--- src/rtl/lut3_rr_sched_if.sv ---
// lut3_rr_sched_if
//   Handshake bundle between two minterm requesters, the shared truth-table
//   scheduler and the response consumer.
//   Signals:
//     req0_val/req1_val   requester n presents a minterm
//     req0_rdy/req1_rdy   requester n's minterm is accepted this cycle
//     req0_abc/req1_abc   minterm {a,b,c}, a is the MSB
//     resp_val            response slot holds a valid result
//     resp_rdy            consumer accepts the response
//     resp_f              evaluated truth-table value
//     resp_id             requester that produced resp_f
//     cfg_val/cfg_table   table write strobe / new table (LUT3_SCHED_PROG_EN only)
//   Modports: slave = scheduler view, master = requesters + consumer view.
interface lut3_rr_sched_if;
  logic       req0_val;
  logic       req0_rdy;
  logic [2:0] req0_abc;
  logic       req1_val;
  logic       req1_rdy;
  logic [2:0] req1_abc;
  logic       resp_val;
  logic       resp_rdy;
  logic       resp_f;
  logic       resp_id;
`ifdef LUT3_SCHED_PROG_EN
  logic       cfg_val;
  logic [7:0] cfg_table;
`endif

  modport slave (
    input  req0_val, req0_abc, req1_val, req1_abc, resp_rdy,
    output req0_rdy, req1_rdy, resp_val, resp_f, resp_id
`ifdef LUT3_SCHED_PROG_EN
    , input cfg_val, cfg_table
`endif
  );

  modport master (
    output req0_val, req0_abc, req1_val, req1_abc, resp_rdy,
    input  req0_rdy, req1_rdy, resp_val, resp_f, resp_id
`ifdef LUT3_SCHED_PROG_EN
    , output cfg_val, cfg_table
`endif
  );
endinterface

--- src/rtl/lut3_rr_sched.sv ---
// lut3_rr_sched
//   Shares one 3-input truth-table unit between two requesters. Accepted
//   minterms are evaluated into a one-entry registered response slot
//   (EMPTY/FULL). Contention is resolved round-robin on the last grant.
//   Ports:
//     clk    sole clock, rising edge
//     reset  synchronous, active-high
//     bus    lut3_rr_sched_if.slave (request, response and optional cfg)
//   Optional feature: define LUT3_SCHED_PROG_EN to make the table writable
//   through cfg_val/cfg_table; otherwise the table is the constant 8'h97.
module lut3_rr_sched (
  input  logic              clk,
  input  logic              reset,
  lut3_rr_sched_if.slave    bus
);

  localparam logic [7:0] LUT_INIT = 8'h97;

  typedef enum logic {EMPTY, FULL} state_t;

  state_t     state;
  logic       last_grant;   // index of the requester granted most recently
  logic       resp_f_q;
  logic       resp_id_q;
  logic [7:0] lut_q;

  logic       slot_open;
  logic       grant1;
  logic       accept;
  logic [2:0] abc_sel;

`ifndef LUT3_SCHED_PROG_EN
  assign lut_q = LUT_INIT;
`endif

  always_comb begin
    slot_open = (state == EMPTY) || bus.resp_rdy;
    // Contended cycles go to whoever did not win last time.
    if (bus.req0_val && bus.req1_val) grant1 = ~last_grant;
    else                              grant1 = bus.req1_val;
    accept  = !reset && slot_open && (bus.req0_val || bus.req1_val);
    abc_sel = grant1 ? bus.req1_abc : bus.req0_abc;
  end

  assign bus.req0_rdy = accept && !grant1;
  assign bus.req1_rdy = accept &&  grant1;
  assign bus.resp_val = (state == FULL);
  assign bus.resp_f   = resp_f_q;
  assign bus.resp_id  = resp_id_q;

  always_ff @(posedge clk) begin
    if (reset) begin
      state      <= EMPTY;
      resp_f_q   <= 1'b0;
      resp_id_q  <= 1'b0;
      last_grant <= 1'b1;
    end else begin
      case (state)
        EMPTY: begin
          if (accept) begin
            state      <= FULL;
            resp_f_q   <= lut_q[abc_sel];
            resp_id_q  <= grant1;
            last_grant <= grant1;
          end
        end
        FULL: begin
          if (accept) begin
            resp_f_q   <= lut_q[abc_sel];
            resp_id_q  <= grant1;
            last_grant <= grant1;
          end else if (bus.resp_rdy) begin
            state <= EMPTY;
          end
        end
        default: state <= EMPTY;
      endcase
    end
  end

`ifdef LUT3_SCHED_PROG_EN
  // Same-edge evaluation above reads the pre-write table.
  always_ff @(posedge clk) begin
    if (reset)            lut_q <= LUT_INIT;
    else if (bus.cfg_val) lut_q <= bus.cfg_table;
  end
`endif

endmodule

--- src/flat_wrapper.sv ---
// flat-port wrapper written by rule: the top's interface ports become plain ports
module lut3_rr_sched_flat 
  (clk, reset, bus_req0_val, bus_req0_abc, bus_req1_val, bus_req1_abc, bus_resp_rdy, bus_req0_rdy, bus_req1_rdy, bus_resp_val, bus_resp_f, bus_resp_id);
  lut3_rr_sched_if bus_i ();
  input  logic clk;
  input  logic reset;
  input wire logic [$bits(bus_i.req0_val)-1:0] bus_req0_val;
  input wire logic [$bits(bus_i.req0_abc)-1:0] bus_req0_abc;
  input wire logic [$bits(bus_i.req1_val)-1:0] bus_req1_val;
  input wire logic [$bits(bus_i.req1_abc)-1:0] bus_req1_abc;
  input wire logic [$bits(bus_i.resp_rdy)-1:0] bus_resp_rdy;
  output wire logic [$bits(bus_i.req0_rdy)-1:0] bus_req0_rdy;
  output wire logic [$bits(bus_i.req1_rdy)-1:0] bus_req1_rdy;
  output wire logic [$bits(bus_i.resp_val)-1:0] bus_resp_val;
  output wire logic [$bits(bus_i.resp_f)-1:0] bus_resp_f;
  output wire logic [$bits(bus_i.resp_id)-1:0] bus_resp_id;
  assign bus_i.req0_val = bus_req0_val;
  assign bus_i.req0_abc = bus_req0_abc;
  assign bus_i.req1_val = bus_req1_val;
  assign bus_i.req1_abc = bus_req1_abc;
  assign bus_i.resp_rdy = bus_resp_rdy;
  assign bus_req0_rdy = bus_i.req0_rdy;
  assign bus_req1_rdy = bus_i.req1_rdy;
  assign bus_resp_val = bus_i.resp_val;
  assign bus_resp_f = bus_i.resp_f;
  assign bus_resp_id = bus_i.resp_id;
  lut3_rr_sched u_core (.clk(clk), .reset(reset), .bus(bus_i));
endmodule
--- config.mk ---
export PLATFORM = sky130hd
export DESIGN_NAME = lut3_rr_sched_flat
export DESIGN_NICKNAME = d
export VERILOG_FILES = /design/src/rtl/lut3_rr_sched_if.sv /design/src/rtl/lut3_rr_sched.sv /design/src/flat_wrapper.sv
export SDC_FILE = /design/constraint.sdc
export NUM_CORES = 1
export LEC_CHECK = 0
export CAP_MARGIN = 30
export CORE_AREA = 2 2 39 41
export CTS_BUF_LIST = sky130_fd_sc_hd__clkbuf_2 sky130_fd_sc_hd__clkbuf_4 sky130_fd_sc_hd__clkbuf_8
export DETAILED_ROUTE_END_ITERATION = 12
export DIE_AREA = 0 0 41 43
export GPL_TIMING_DRIVEN = 0
export PLACE_DENSITY = 0.45
export SLEW_MARGIN = 10
export SYNTH_ARGS = -nofsm -noshare
export SYNTH_HDL_FRONTEND = slang
export SYNTH_SLANG_ARGS = --single-unit
export TNS_END_PERCENT = 50
--- constraint.sdc ---
create_clock -name clk -period 1.5 [get_ports clk]
set_input_delay 0.3 -clock clk [delete_from_list [all_inputs] [get_ports clk]]
set_output_delay 0.3 -clock clk [all_outputs]
set_load 0.01 [all_outputs]
# Yosys cells after proc, flatten, opt, wreduce, memory -nomap -nowiden
# Memory sizes are Yosys's and may differ from the RTL's. A register that Yosys moved wholly into a read port is not among the register bits.
# Index checks and enable logic that the tools add are counted.
[word_totals] regBits=3 latchBits=0 ramBits=0 romBits=8 output_inout_bits=5 word_cells=22 memories=1
[memory_table] name="(no name shown)" words=8 width=1 read_ports=1 rd_ports_with_merged_regs=1 write_ports=0 line="lut3_rr_sched.sv:62" text="resp_f_q <= lut_q[abc_sel];"
[classes] addsub=0 multipliers=0 n_div=0 n_lt_le_gt_ge=0 n_eq_ne=0 n_shift=0 muxes=7 bitwise=2 reduce_logical=9
[op_table] cell="$logic_and 1x1->1" n=5
[op_table] cell="$mux 1" n=5
[op_table] cell="$mux 3" n=1
[op_table] cell="$logic_not 1->1" n=2
[op_table] cell="$logic_or 1x1->1" n=2
[op_table] cell="$not 1->1" n=2
[op_table] cell="$pmux 1 s2" n=1

# Depth between registers and ports, before layout
[depth] word_depth=6 ltp_mapped=5 mapped_depth_nobuf=5

# Worst setup path after synthesis
# Ideal clock, no wire load.
[synth_path] path_kind="input-to-reg" from="input bus_req1_val" to="register u_core.resp_f_q (netlist: u_core.bus.resp_f)" setup_time_ns=0.069 arrival_time_ns=1.483 slack_ns=-0.052 path_stages=5 path_buffers=0 cell_sequence="a21boi_4 mux2_2 ha_1 mux2_2 o21ai_1"
[synth_via] elab_chain_len=3 word_cells_on_any_way=5
[synth_rtl] item="start: declaration" line="flat_wrapper.sv:9" text="input wire logic [$bits(bus_i.req1_val)-1:0] bus_req1_val;"
[synth_rtl] item="$logic_and 1x1->1" line="lut3_rr_sched.sv:39" text="if (bus.req0_val && bus.req1_val) grant1 = ~last_grant;"
[synth_rtl] item="$mux 1" line="lut3_rr_sched.sv:39"
[synth_rtl] item="$mux 3" line="lut3_rr_sched.sv:42" text="abc_sel = grant1 ? bus.req1_abc : bus.req0_abc;"
[synth_rtl] item="end signal: assignment" line="lut3_rr_sched.sv:62"
[synth_rtl] item="end signal: assignment" line="lut3_rr_sched.sv:69" text="resp_f_q <= lut_q[abc_sel];"
[synth_rtl] item="end: declaration" line="lut3_rr_sched.sv:23" text="logic resp_f_q;"
# Several ways; a longest one is shown, not always the timed one.
# A chain may end at the register's enable or synchronous reset.

# Worst setup path after layout
[layout_path] from="register u_core.state (netlist: u_core.bus.resp_val)" to="output bus_req0_rdy"
[layout_via] elab_chain_len=5
[layout_rtl] item="start: declaration" line="lut3_rr_sched.sv:21" text="state_t state;"
[layout_rtl] item="start signal: assignment" line="lut3_rr_sched.sv:53" text="state <= EMPTY;"
[layout_rtl] item="start signal: assignment" line="lut3_rr_sched.sv:61" text="state <= FULL;"
[layout_rtl] item="start signal: assignment" line="lut3_rr_sched.sv:73" text="state <= EMPTY;"
[layout_rtl] item="$not 1->1" line="lut3_rr_sched.sv:37" text="slot_open = (state == EMPTY) || bus.resp_rdy;"
[layout_rtl] item="$logic_or 1x1->1" line="lut3_rr_sched.sv:37"
[layout_rtl] item="$logic_and 1x1->1 (2 in series)" line="lut3_rr_sched.sv:41" text="accept = !reset && slot_open && (bus.req0_val || bus.req1_val);"
[layout_rtl] item="$logic_and 1x1->1" line="lut3_rr_sched.sv:45" text="assign bus.req0_rdy = accept && !grant1;"
[layout_rtl] item="end: declaration" line="flat_wrapper.sv:12" text="output wire logic [$bits(bus_i.req0_rdy)-1:0] bus_req0_rdy;"
# No other way between the ends.

==> results.txt <==
Placement Cell Area -> 422 µm²
Arr. time, crit path -> 1.24 ns
via count -> 246
share of layout cells above drive strength 1 -> 45.7%
Ys Warns -> 0
Clock Skews -> 0.00198 ns
H-tree lvl count -> 1
Mapped Area -> 231 µm²
core area -> 1380 µm²
Nets -> 60
setup slack after placement -> -0.899 ns
Clock Tree Buf Depth -> 2
Worst Setup Path Type -> flop to output pin
num rows -> 14
drt total wl -> 676 µm
crit path capture type -> output pin
Max Fanout on Critical Path -> 4
Routed wire per std cell -> 10.9 µm
Syn-to-layout area delta -> 111%
DIE HEIGHT -> 43 µm
Yosys cell types -> 14
vias in the first global route -> 227
post-route ant nets -> 0
crit path launch -> u_core.bus.resp_val
Die ar. -> 1760 µm²
Final GP Congestion -> 0.580
Comb power frac -> 32.2%
CTS tree -> built
status -> finished, violations left
Clock transition at path regs -> 0.04 ns
Slew Limit Fails -> 0
Gate Count Post-Synth -> 24
RR Startpoint -> u_core.last_grant
first drt pass iteration count -> 3
Finish-stage setup viols -> 3
global-route usage over all layers -> 8.03%
Setup crit start kind -> flop
area occupied by multi-input gates -> 183 µm²
Layout Cell Area excl Fill -> 488 µm²
clk_lat worst skew -> 0.23 ns
Fill cells -> 139
clock share of power -> 35.3%
die extent in x -> 41 µm
fmax -> 650 MHz
antenna violations before repair -> 0
static leakage -> 0.214 nW
Hold Crit Class -> input pin to flop
IO buf count -> 15
total grt overflow -> 0
first-pass GRT wire length -> 841 µm
DRC violations left -> 0
non-filler instance count after layout -> 62
max_cap viols -> 0
post-layout util -> 35.3%
worst reg-to-reg path cell count -> 5
Worst slew margin -> 87.5%
CTS Hold Buffers Added -> 0
net switching power -> 0.0940 mW
RSZ-0062 raised after global routing -> true
Internal -> 0.286 mW
Worst-Margin Slew -> 0.187 ns
Final period util -> 103%
post-route minimum period -> 1.54 ns
Placed Instances -> 55
antenna cell count -> 0
Post-Syn Nets -> 36
I/O pins -> 16
Final Hold Viols -> 0
starting density of the core -> 16.7%
Initial DRC Count -> 2
largest net degree at the start of global routing -> 6
Yosys reg bits -> 4
failing checks -> negative setup slack
FF/Latch Area -> 82.6 µm²
CTS root buf -> clkbuf_4
Synth area leaders -> dfxtp_1, mux2_2, mux2i_1
Critical Path RT -> 1.20 ns
Critical Path End -> bus_req0_rdy
Sw Share -> 24.8%
sequential share of the synthesized area -> 34.6%
Max VDD drop -> 0.000366 V
Sink Count -> 4
Power per Cell Area -> 778 nW/µm²
synthesized area per cell -> 9.64 µm²
sequential power share -> 32.5%
Vias/cell -> 3.97
CTS Buf Count -> 3
post-synth top area share -> 34.6%
worst reg2reg setup slack -> -0.02 ns
DP Wirelength -> 498 µm
Final WS setup -> -0.0381 ns
Yosys top cell by area -> dfxtp_1
reg2reg end -> u_core.bus.resp_f
[registers in the layout, summed over array words and instances, names as in the netlist]
| signal | count |
|---|---|
| u_core.bus.resp_f | 1 |
| u_core.bus.resp_id | 1 |
| u_core.bus.resp_val | 1 |
| u_core.last_grant | 1 |
[cell families after synthesis]
| kind of cell | synth area share, % |
|---|---|
| AO/OA/AOI/OAI | 14.1 |
| adder cells (fa/ha/maj) | 5.40 |
| buffers and inverters | 3.78 |
| flip-flops | 34.6 |
| multiplexers | 23.2 |
| AND/OR/NAND/NOR | 18.9 |
[routing by layer]
layer / part of all wire, % / global-route usage (%)
met1: 43 / 7.72
met3: 12 / 3.66
met2: 45 / 11.6
met4: 0 / 8.00
met5: 0 / 0
[critical path: stages (launching register included)]
cell and delay (ns):
dfxtp_2 0.31, nor2b_4 0.12, or3_4 0.36, nor2_1 0.09, buf_2 0.13
[cell usage after synthesis]
cell,instances
mux2i_1,2
nor2b_1,1
o21ai_1,1
ha_1,1
inv_1,1
a211o_1,1
a21boi_4,1
nand3b_1,1
nor3_1,1
dfxtp_1,4
clkbuf_2,1
nor2_1,5
or3_1,1
mux2_2,3
[stage by stage]
stage                     power (mW)  setup TNS [ns]  hold slack [ns]
after detailed placement       0.235           -2.89            0.473
final                          0.380         -0.0952            0.370
after global placement         0.230           -2.85            0.466
after floorplan                0.174               0            0.372
after CTS                      0.385          -0.245            0.460
after global routing           0.402          -0.247            0.385
[final cells by class]
class / count / area share [%]
repair buffers: 20 / 36.2
multi-input cells: 18 / 37.4
clock buffers: 3 / 4.62
well taps: 16 / 4.10
inverters: 1 / 0.769
flip-flops and latches: 4 / 16.9
[placed cells by master (no fill, tap or decap)]
master / instances
clkdlybuf4s15_1: 1
dfxtp_1: 2
nor2b_4: 1
o21ai_1: 1
inv_1: 1
mux2i_1: 2
nor2_4: 1
nor2_1: 4
dlygate4sd2_1: 2
mux2_2: 1
mux2_4: 2
buf_2: 1
buf_4: 5
a211o_1: 1
clkbuf_4: 3
buf_6: 1
clkdlybuf4s50_1: 9
ha_4: 1
nor3_1: 1
or3_4: 1
nand3b_1: 1
dfxtp_2: 2
a21boi_4: 1
clkbuf_2: 1
[repair_timing]
action | CTS | global route
endpoints found under the setup margin | 4 | 3
gates resized for setup | 21 | 2
buffers inserted | 4 | 1
pin swaps | 3 | 3
[power groups by stage]
stage                     logic (mW)  clock network [mW]  registers, mW
after floorplan               0.0474                   0          0.127
after global placement         0.106                   0          0.124
after detailed placement       0.110                   0          0.124
after CTS                      0.122               0.139          0.124
after global routing           0.132               0.147          0.124
final                          0.122               0.134          0.124
[how the worst min path moves through the flow]
stage / cells after the start / from / slack, ns / to
3_3_place_gp: 2 / u_core.bus.resp_f / 0.47 / u_core.bus.resp_f
5_1_grt: 3 / bus_req0_val / 0.38 / u_core.bus.resp_val
3_5_place_dp: 2 / u_core.bus.resp_f / 0.47 / u_core.bus.resp_f
4_1_cts: 2 / reset / 0.46 / u_core.bus.resp_val
6_report: 3 / bus_req0_val / 0.37 / u_core.bus.resp_val
2_1_floorplan: 1 / reset / 0.37 / u_core.bus.resp_id
Power figures use the tool's default switching activity.
